**src/rtl/bird_motion.sv**
```systemverilog
// bird_motion: vertical physics and start/pause flow for the bird.
// Each frame tick that the bird FSM allows applies gravity or a flap
// impulse and then moves the bird. A hit on the top or bottom edge is
// sticky and freezes the bird. A small wait FSM handles start-on-flap and
// the pause toggle for the bird FSM.
module bird_motion #(
  parameter int POS_W   = 10,
  parameter int VEL_W   = 6,
  parameter int Y_MIN   = 0,
  parameter int Y_MAX   = 479,
  parameter int Y_START = 240,
  parameter int BIRD_H  = 16,
  parameter int GRAVITY = 1,
  parameter int FLAP_V  = 8,
  parameter int V_MAX   = 8
) (
  input  logic                    iClk,
  input  logic                    iRstN,
  input  logic                    iFrameTick,
  input  logic                    iPosRst,
  input  logic                    iMove,
  input  logic                    iFlap,
  input  logic                    iPause,
  output logic                    oBirdWait,
  output logic                    oBirdHit,
  output logic [POS_W-1:0]        oBirdY,
  output logic signed [VEL_W-1:0] oBirdVel
);

  // Wide enough for position plus any velocity, with sign, without wrap.
  localparam int YW = POS_W + 2;
  // Wide enough for velocity plus gravity without wrap.
  localparam int VW = VEL_W + 2;

  typedef enum logic [1:0] {
    W_IDLE  = 2'd0,
    W_RUN   = 2'd1,
    W_PAUSE = 2'd2
  } wait_state_t;

  // Next velocity: flap impulse, or gravity limited to the terminal speed.
  function automatic logic signed [VEL_W-1:0] f_vel_next(
    input logic signed [VEL_W-1:0] v,
    input logic                    flap
  );
    logic signed [VW-1:0] s;
    s = VW'(v) + VW'(GRAVITY);
    if (flap)
      return VEL_W'(-FLAP_V);
    else if (s > VW'(V_MAX))
      return VEL_W'(V_MAX);
    else
      return s[VEL_W-1:0];
  endfunction

  // Signed candidate position so moves above row 0 stay visible as <= 0.
  function automatic logic signed [YW-1:0] f_y_sum(
    input logic [POS_W-1:0]        y,
    input logic signed [VEL_W-1:0] v
  );
    return $signed({2'b00, y}) + YW'(v);
  endfunction

  // Clamp the candidate onto the screen; the bird keeps its full height.
  function automatic logic [POS_W-1:0] f_y_clamp(
    input logic signed [YW-1:0] yn,
    input logic                 top,
    input logic                 bot
  );
    if (top)
      return POS_W'(Y_MIN);
    else if (bot)
      return POS_W'(Y_MAX - BIRD_H + 1);
    else
      return yn[POS_W-1:0];
  endfunction

  logic                    r_flap_d;
  logic                    r_pause_d;
  logic                    r_pend;
  logic                    r_hit;
  logic                    r_wait;
  logic [POS_W-1:0]        r_y;
  logic signed [VEL_W-1:0] r_vel;
  wait_state_t             r_state;

  logic                    w_flap_ev;
  logic                    w_pause_ev;
  logic                    w_upd;
  logic                    w_flap_use;
  logic signed [VEL_W-1:0] w_vnew;
  logic signed [YW-1:0]    w_ynext;
  logic                    w_hit_top;
  logic                    w_hit_bot;
  logic [POS_W-1:0]        w_ypos;
  wait_state_t             w_state_nxt;

  assign w_flap_ev  = iFlap & ~r_flap_d;
  assign w_pause_ev = iPause & ~r_pause_d;
  assign w_upd      = iFrameTick & iMove & ~r_hit;
  // A flap edge on the same cycle as the tick counts for that tick.
  assign w_flap_use = r_pend | w_flap_ev;
  assign w_vnew     = f_vel_next(r_vel, w_flap_use);
  assign w_ynext    = f_y_sum(r_y, w_vnew);
  assign w_hit_top  = (w_ynext <= YW'(Y_MIN));
  assign w_hit_bot  = ((w_ynext + YW'(BIRD_H - 1)) >= YW'(Y_MAX));
  assign w_ypos     = f_y_clamp(w_ynext, w_hit_top, w_hit_bot);

  assign oBirdWait = r_wait;
  assign oBirdHit  = r_hit;
  assign oBirdY    = r_y;
  assign oBirdVel  = r_vel;

  // Button delay registers for rising-edge detection.
  always_ff @(posedge iClk or negedge iRstN) begin
    if (!iRstN) begin
      r_flap_d  <= 1'b0;
      r_pause_d <= 1'b0;
    end else begin
      r_flap_d  <= iFlap;
      r_pause_d <= iPause;
    end
  end

  // Wait FSM state register with registered wait output.
  always_ff @(posedge iClk or negedge iRstN) begin
    if (!iRstN) begin
      r_state <= W_IDLE;
      r_wait  <= 1'b1;
    end else begin
      r_state <= w_state_nxt;
      r_wait  <= (w_state_nxt != W_RUN);
    end
  end

  // Wait FSM next state: flap starts the game, pause edges toggle pause.
  always_comb begin
    w_state_nxt = r_state;
    if (iPosRst) begin
      w_state_nxt = W_IDLE;
    end else begin
      case (r_state)
        W_IDLE:  if (w_flap_ev)  w_state_nxt = W_RUN;
        W_RUN:   if (w_pause_ev) w_state_nxt = W_PAUSE;
        W_PAUSE: if (w_pause_ev) w_state_nxt = W_RUN;
        default: w_state_nxt = W_IDLE;
      endcase
    end
  end

  // Flap-pending flag: remembers a flap until a physics update consumes it.
  always_ff @(posedge iClk or negedge iRstN) begin
    if (!iRstN)
      r_pend <= 1'b0;
    else if (iPosRst)
      r_pend <= 1'b0;
    else if (w_upd)
      r_pend <= 1'b0;
    else if (w_flap_ev)
      r_pend <= 1'b1;
  end

  // Per-frame physics update with sticky collision.
  always_ff @(posedge iClk or negedge iRstN) begin
    if (!iRstN) begin
      r_y   <= POS_W'(Y_START);
      r_vel <= '0;
      r_hit <= 1'b0;
    end else if (iPosRst) begin
      r_y   <= POS_W'(Y_START);
      r_vel <= '0;
      r_hit <= 1'b0;
    end else if (w_upd) begin
      r_y   <= w_ypos;
      r_vel <= w_vnew;
      r_hit <= w_hit_top | w_hit_bot;
    end
  end

endmodule
```
**config.mk**
```make
export PLATFORM = sky130hd
export DESIGN_NAME = bird_motion
export DESIGN_NICKNAME = d
export VERILOG_FILES = /design/src/rtl/bird_motion.sv
export SDC_FILE = /design/constraint.sdc
export NUM_CORES = 1
export LEC_CHECK = 0
export CAP_MARGIN = 20
export CORE_MARGIN = 2
export CORE_UTILIZATION = 61
export CTS_BUF_LIST = sky130_fd_sc_hd__clkbuf_8
export CTS_CLUSTER_DIAMETER = 40
export DETAILED_ROUTE_END_ITERATION = 10
export MAX_ROUTING_LAYER = met4
export PLACE_DENSITY = 0.88
export SLEW_MARGIN = 0
export SYNTH_ARGS = -nofsm -noshare
export SYNTH_HDL_FRONTEND = slang
export SYNTH_SLANG_ARGS = --single-unit
```
**constraint.sdc**
```tcl
create_clock -name iClk -period 8.59 [get_ports iClk]
set_input_delay 1.718 -clock iClk [delete_from_list [all_inputs] [get_ports iClk]]
set_output_delay 1.718 -clock iClk [all_outputs]
set_load 0.1 [all_outputs]
```
==> PnR_summary.wiki <==
{| class="wikitable"
! Metric !! Value
|-
| Run status || complete, no violations
|-
| Type of the worst min-delay path || reg -> reg
|-
| Net count, final || 241
|-
| Number of violations reported at the end of detailed-routing iteration 0 || 91
|-
| Warnings, synthesis || 0
|-
| Number of antenna diodes || 0
|-
| Final worst-path cycle share || 64.38%
|-
| Critical Path AT || between 5 and 6 ns
|-
| Final Skew || roughly 0.0075 ns
|-
| Yosys reg bits || 23
|-
| CTS HTree Levels || 1
|-
| Number of nets in the synthesized netlist || 214
|-
| HPWL reported at the end of detailed placement || 3113 microns
|-
| Routability congestion estimate from global placement || 0.9166
|-
| Worst-path fanout max || 7
|-
| Leak Pwr || roughly 0.9 nW
|-
| Grt total ovfl || 0
|-
| Post-synthesis instance total || 193
|-
| Ordered cell list for the critical path || clkdlybuf4s50_1 -> nor2b_1 -> nor2_1 -> o21ai_1 -> nor2_1 -> ha_1 -> inv_1 -> fa_1 -> nor2b_1 -> o2111ai_1 -> and3b_1 -> nor4_1 -> nand2_1 -> nand4b_1 -> o22ai_1 -> a32o_1
|-
| Clock-pin slew reported for the worst setup and hold paths after clock tree synthesis || 0.08 ns
|-
| Setup-failing EPs final || 0
|-
| Number of buffers created by CTS || 3
|-
| Sequential share of the synthesized area || 33.79%
|-
| Antenna violations before repair || 0
|-
| Final hold violation count || 0
|-
| Post-synthesis instance area || 1722 sq um
|-
| TritonCTS clock tree || built
|-
| Post-route ant nets || 0
|-
| Min Clock Period, post-route || 5.530 ns
|-
| Highest cell delay on the worst timing path || 0.55 ns
|-
| Largest buffer count on any clock path || 2
|-
| Width of the die || 57.13 microns
|-
| Number of buffers inserted by hold repair at cts || 0
|-
| Library cell used as clock root buffer || clkbuf_8
|-
| Via density per instance || 6.456
|-
| Post-synth top flop || dfrtp_1
|-
| Filler-free cell count of the finished design || 250
|-
| Number of vias after detailed routing || 1614
|-
| Number of resized instances in the post-cts repair step || 0
|-
| Post-Route Setup TNS || 0 ns
|-
| Count of different cell masters after synthesis || 52
|-
| Headroom to the max-slew limit || a little over a third
|-
| Gate family responsible for the most delay along the worst path || simple AND/OR/NAND/NOR gates
|-
| Cell count after placement || 245
|-
| CP Buf/Inv Count || 2
|-
| Via count of the first global-routing pass || 1535
|-
| Async SR Flop Fraction || between 90% and 100%
|-
| Global routing usage summed across all routing layers || 26.74%
|-
| Post-CTS setup-driven buffer insertion count || 0
|-
| IR drop worst, VDD || approximately 0.00023 V
|-
| Count of maximum capacitance violations || 0
|-
| Number of buffer cells added on primary ports || 24
|-
| Number of rows created at floorplan || 19
|-
| Die ar. || 3263 sq um
|-
| EDFF count, synth || 0
|-
| Core Region || 2710 sq um
|-
| Total wirelength of the detailed-routed design || 4022 microns
|-
| Mean area per synthesized cell || between 8 and 9 sq um
|-
| Setup repair after global routing missed its margin || false
|-
| Category of the most critical setup path || in -> reg
|-
| Required time of the critical path || 8.80 ns
|-
| Fraction of final layout cells sized beyond drive strength 1 || 7.763%
|-
| Die Ht || 57.13 microns
|-
| CP Launch Type || primary input
|-
| Transition at the pin with the smallest max-transition slack || 0.9731 ns
|-
| Global-route wire length before repair || 6706 microns
|-
| Area Growth Syn to Fin || 19.69%
|-
| Drt first pass iters || 4
|-
| Count of clock tree sinks || 23
|-
| Areal power density over the cells || 196.3 nW/um^2
|-
| Drt wl/cell || 16.09 microns
|-
| Top-level I/O count || 25
|-
| Remaining routing DRC violations || 0
|-
| Source-to-sink clock delay at the later pin of the worst-skew pair || between 0.2 and 0.3 ns
|-
| Critical Path End Type || flop
|-
| Number of max-slew violations in the final report || 0
|-
| Number of fill cells || 203
|-
| Cell with the largest stage delay on the worst path || o22ai_1
|-
| Initial core utilization || 63.53%
|-
| Maximum frequency from static timing analysis || 180.8 MHz
|-
| Largest net degree at the start of global routing || 24
|}
==> cell families (layout without fill, tap and decap cells) <==
group	Yosys count	count (layout)	share of synthesized area (%)
buffers and inverters	12	38	2.689
DFF	23	23	33.79
AOI/OAI and AO/OA	65	65	27.18
muxes	2	2	1.163
xor gates and xnor gates	11	11	5.596
adders and majority gates	14	14	10.61
and+or+nand+nor	66	66	18.97
==> through the flow <==
stage	total power (W)	hold WS, ns	instance area (sq um)	setup WS (ns)	utilization (%)
global route	0.0004251	0.5234	2061	2.719	76.04
CTS	0.0004023	0.5099	2033	3.148	75.02
finish	0.0004046	0.5143	2061	3.060	76.04
floorplan	0.0002899	0.5202	1722	3.757	-
global placement	0.0003305	0.4942	1988	3.057	73.36
detailed placement	0.0003349	0.5004	1988	2.887	73.36
==> power breakdown <==
group	leakage [nW]	total [W]	internal, W	switching (W)
sequential	0.295	0.000128	0.000119	0.00000874
combinational	0.578	0.000210	0.0000694	0.000141
clock	0.0269	0.0000668	0.0000320	0.0000348
==> worst reg2reg max path: stages, from the launching register on <==
cell      delay, ns
dfrtp_1        0.49
ha_1           0.31
and3_1         0.27
nand4_1        0.11
a21oi_1        0.04
or2_2          0.30
o211ai_1       0.31
inv_1          0.14
ha_1           0.31
a211oi_1       0.44
o211a_1        0.27
o211ai_1       0.15
nor4_1         0.43
nand2_1        0.08
nand4b_1       0.27
o22ai_1        0.55
a32o_1         0.27
==> cells in the mapped netlist (3+ instances only) <==
cell / instances / area [sq um]
dfrtp_1: 18 / 450.4
nor2_1: 18 / 67.56
nand2_1: 17 / 63.81
ha_1: 13 / 162.7
a21oi_1: 12 / 60.06
inv_1: 9 / 33.78
o21ai_0: 9 / 45.04
xnor2_1: 9 / 78.83
nor3_1: 7 / 35.03
a21o_1: 5 / 37.54
dfstp_2: 5 / 131.4
nand3_1: 5 / 25.02
o211ai_1: 5 / 37.54
a211oi_1: 4 / 30.03
a32o_1: 4 / 40.04
a22oi_1: 3 / 22.52
nor2b_1: 3 / 18.77
o21a_1: 3 / 22.52
o21ai_1: 3 / 15.01
or2_2: 3 / 18.77
==> path summary, 6_finish.rpt <==
path	startpoint	end	slack, ns	depth (start not counted)
worst min register to register	oBirdY[4]	oBirdY[4]	0.51	2
worst max-delay path	iFlap	oBirdY[1]	3.06	16
worst max register to register	oBirdVel[0]	oBirdY[1]	3.80	16
max in group asynchronous	iRstN	oBirdY[6]	6.42	2
min in group asynchronous	iRstN	oBirdVel[2]	1.69	1
worst min-delay path	oBirdY[4]	oBirdY[4]	0.51	2
==> layout by cell type (no fill, tap or decap), types with 4 or more instances in the layout <==
cell type,synthesis,routed
o21ai_0,9,9
a21oi_1,12,12
nor3_1,7,7
a211oi_1,4,4
nand3_1,5,5
inv_1,9,10
a21o_1,5,5
xnor2_1,9,9
nor2_1,18,18
dfrtp_1,18,18
clkdlybuf4s50_1,0,24
nand2_1,17,17
ha_1,13,13
o211ai_1,5,5
dfstp_2,5,5
a32o_1,4,4
==> per-layer routing <==
layer	GRT usage (%)	up-vias	routed length, microns
met3	5.669	5	213
met1	34.71	783	1823
met5	-	-	0
li1	-	778	-
met4	5.648	0	31
met2	43.51	48	1955
==> registers in the layout (all words and copies together), names as in the netlist <==
register,flops
r_pend,1
r_flap_d,1
oBirdY,10
oBirdVel,6
oBirdHit,1
r_state,2
r_pause_d,1
oBirdWait,1
==> final cells by class <==
type	count	area, sq um	share of cell area, %
inverter	9	33.78	1.639
tap	31	38.79	1.882
clock inverter	1	3.754	0.1821
clock buffer	3	41.29	2.004
timing repair buffer	25	267.8	12.99
sequential	23	581.8	28.23
multi-input combinational	158	1094	53.07
Note: power is estimated with default switching activity, not from simulation.
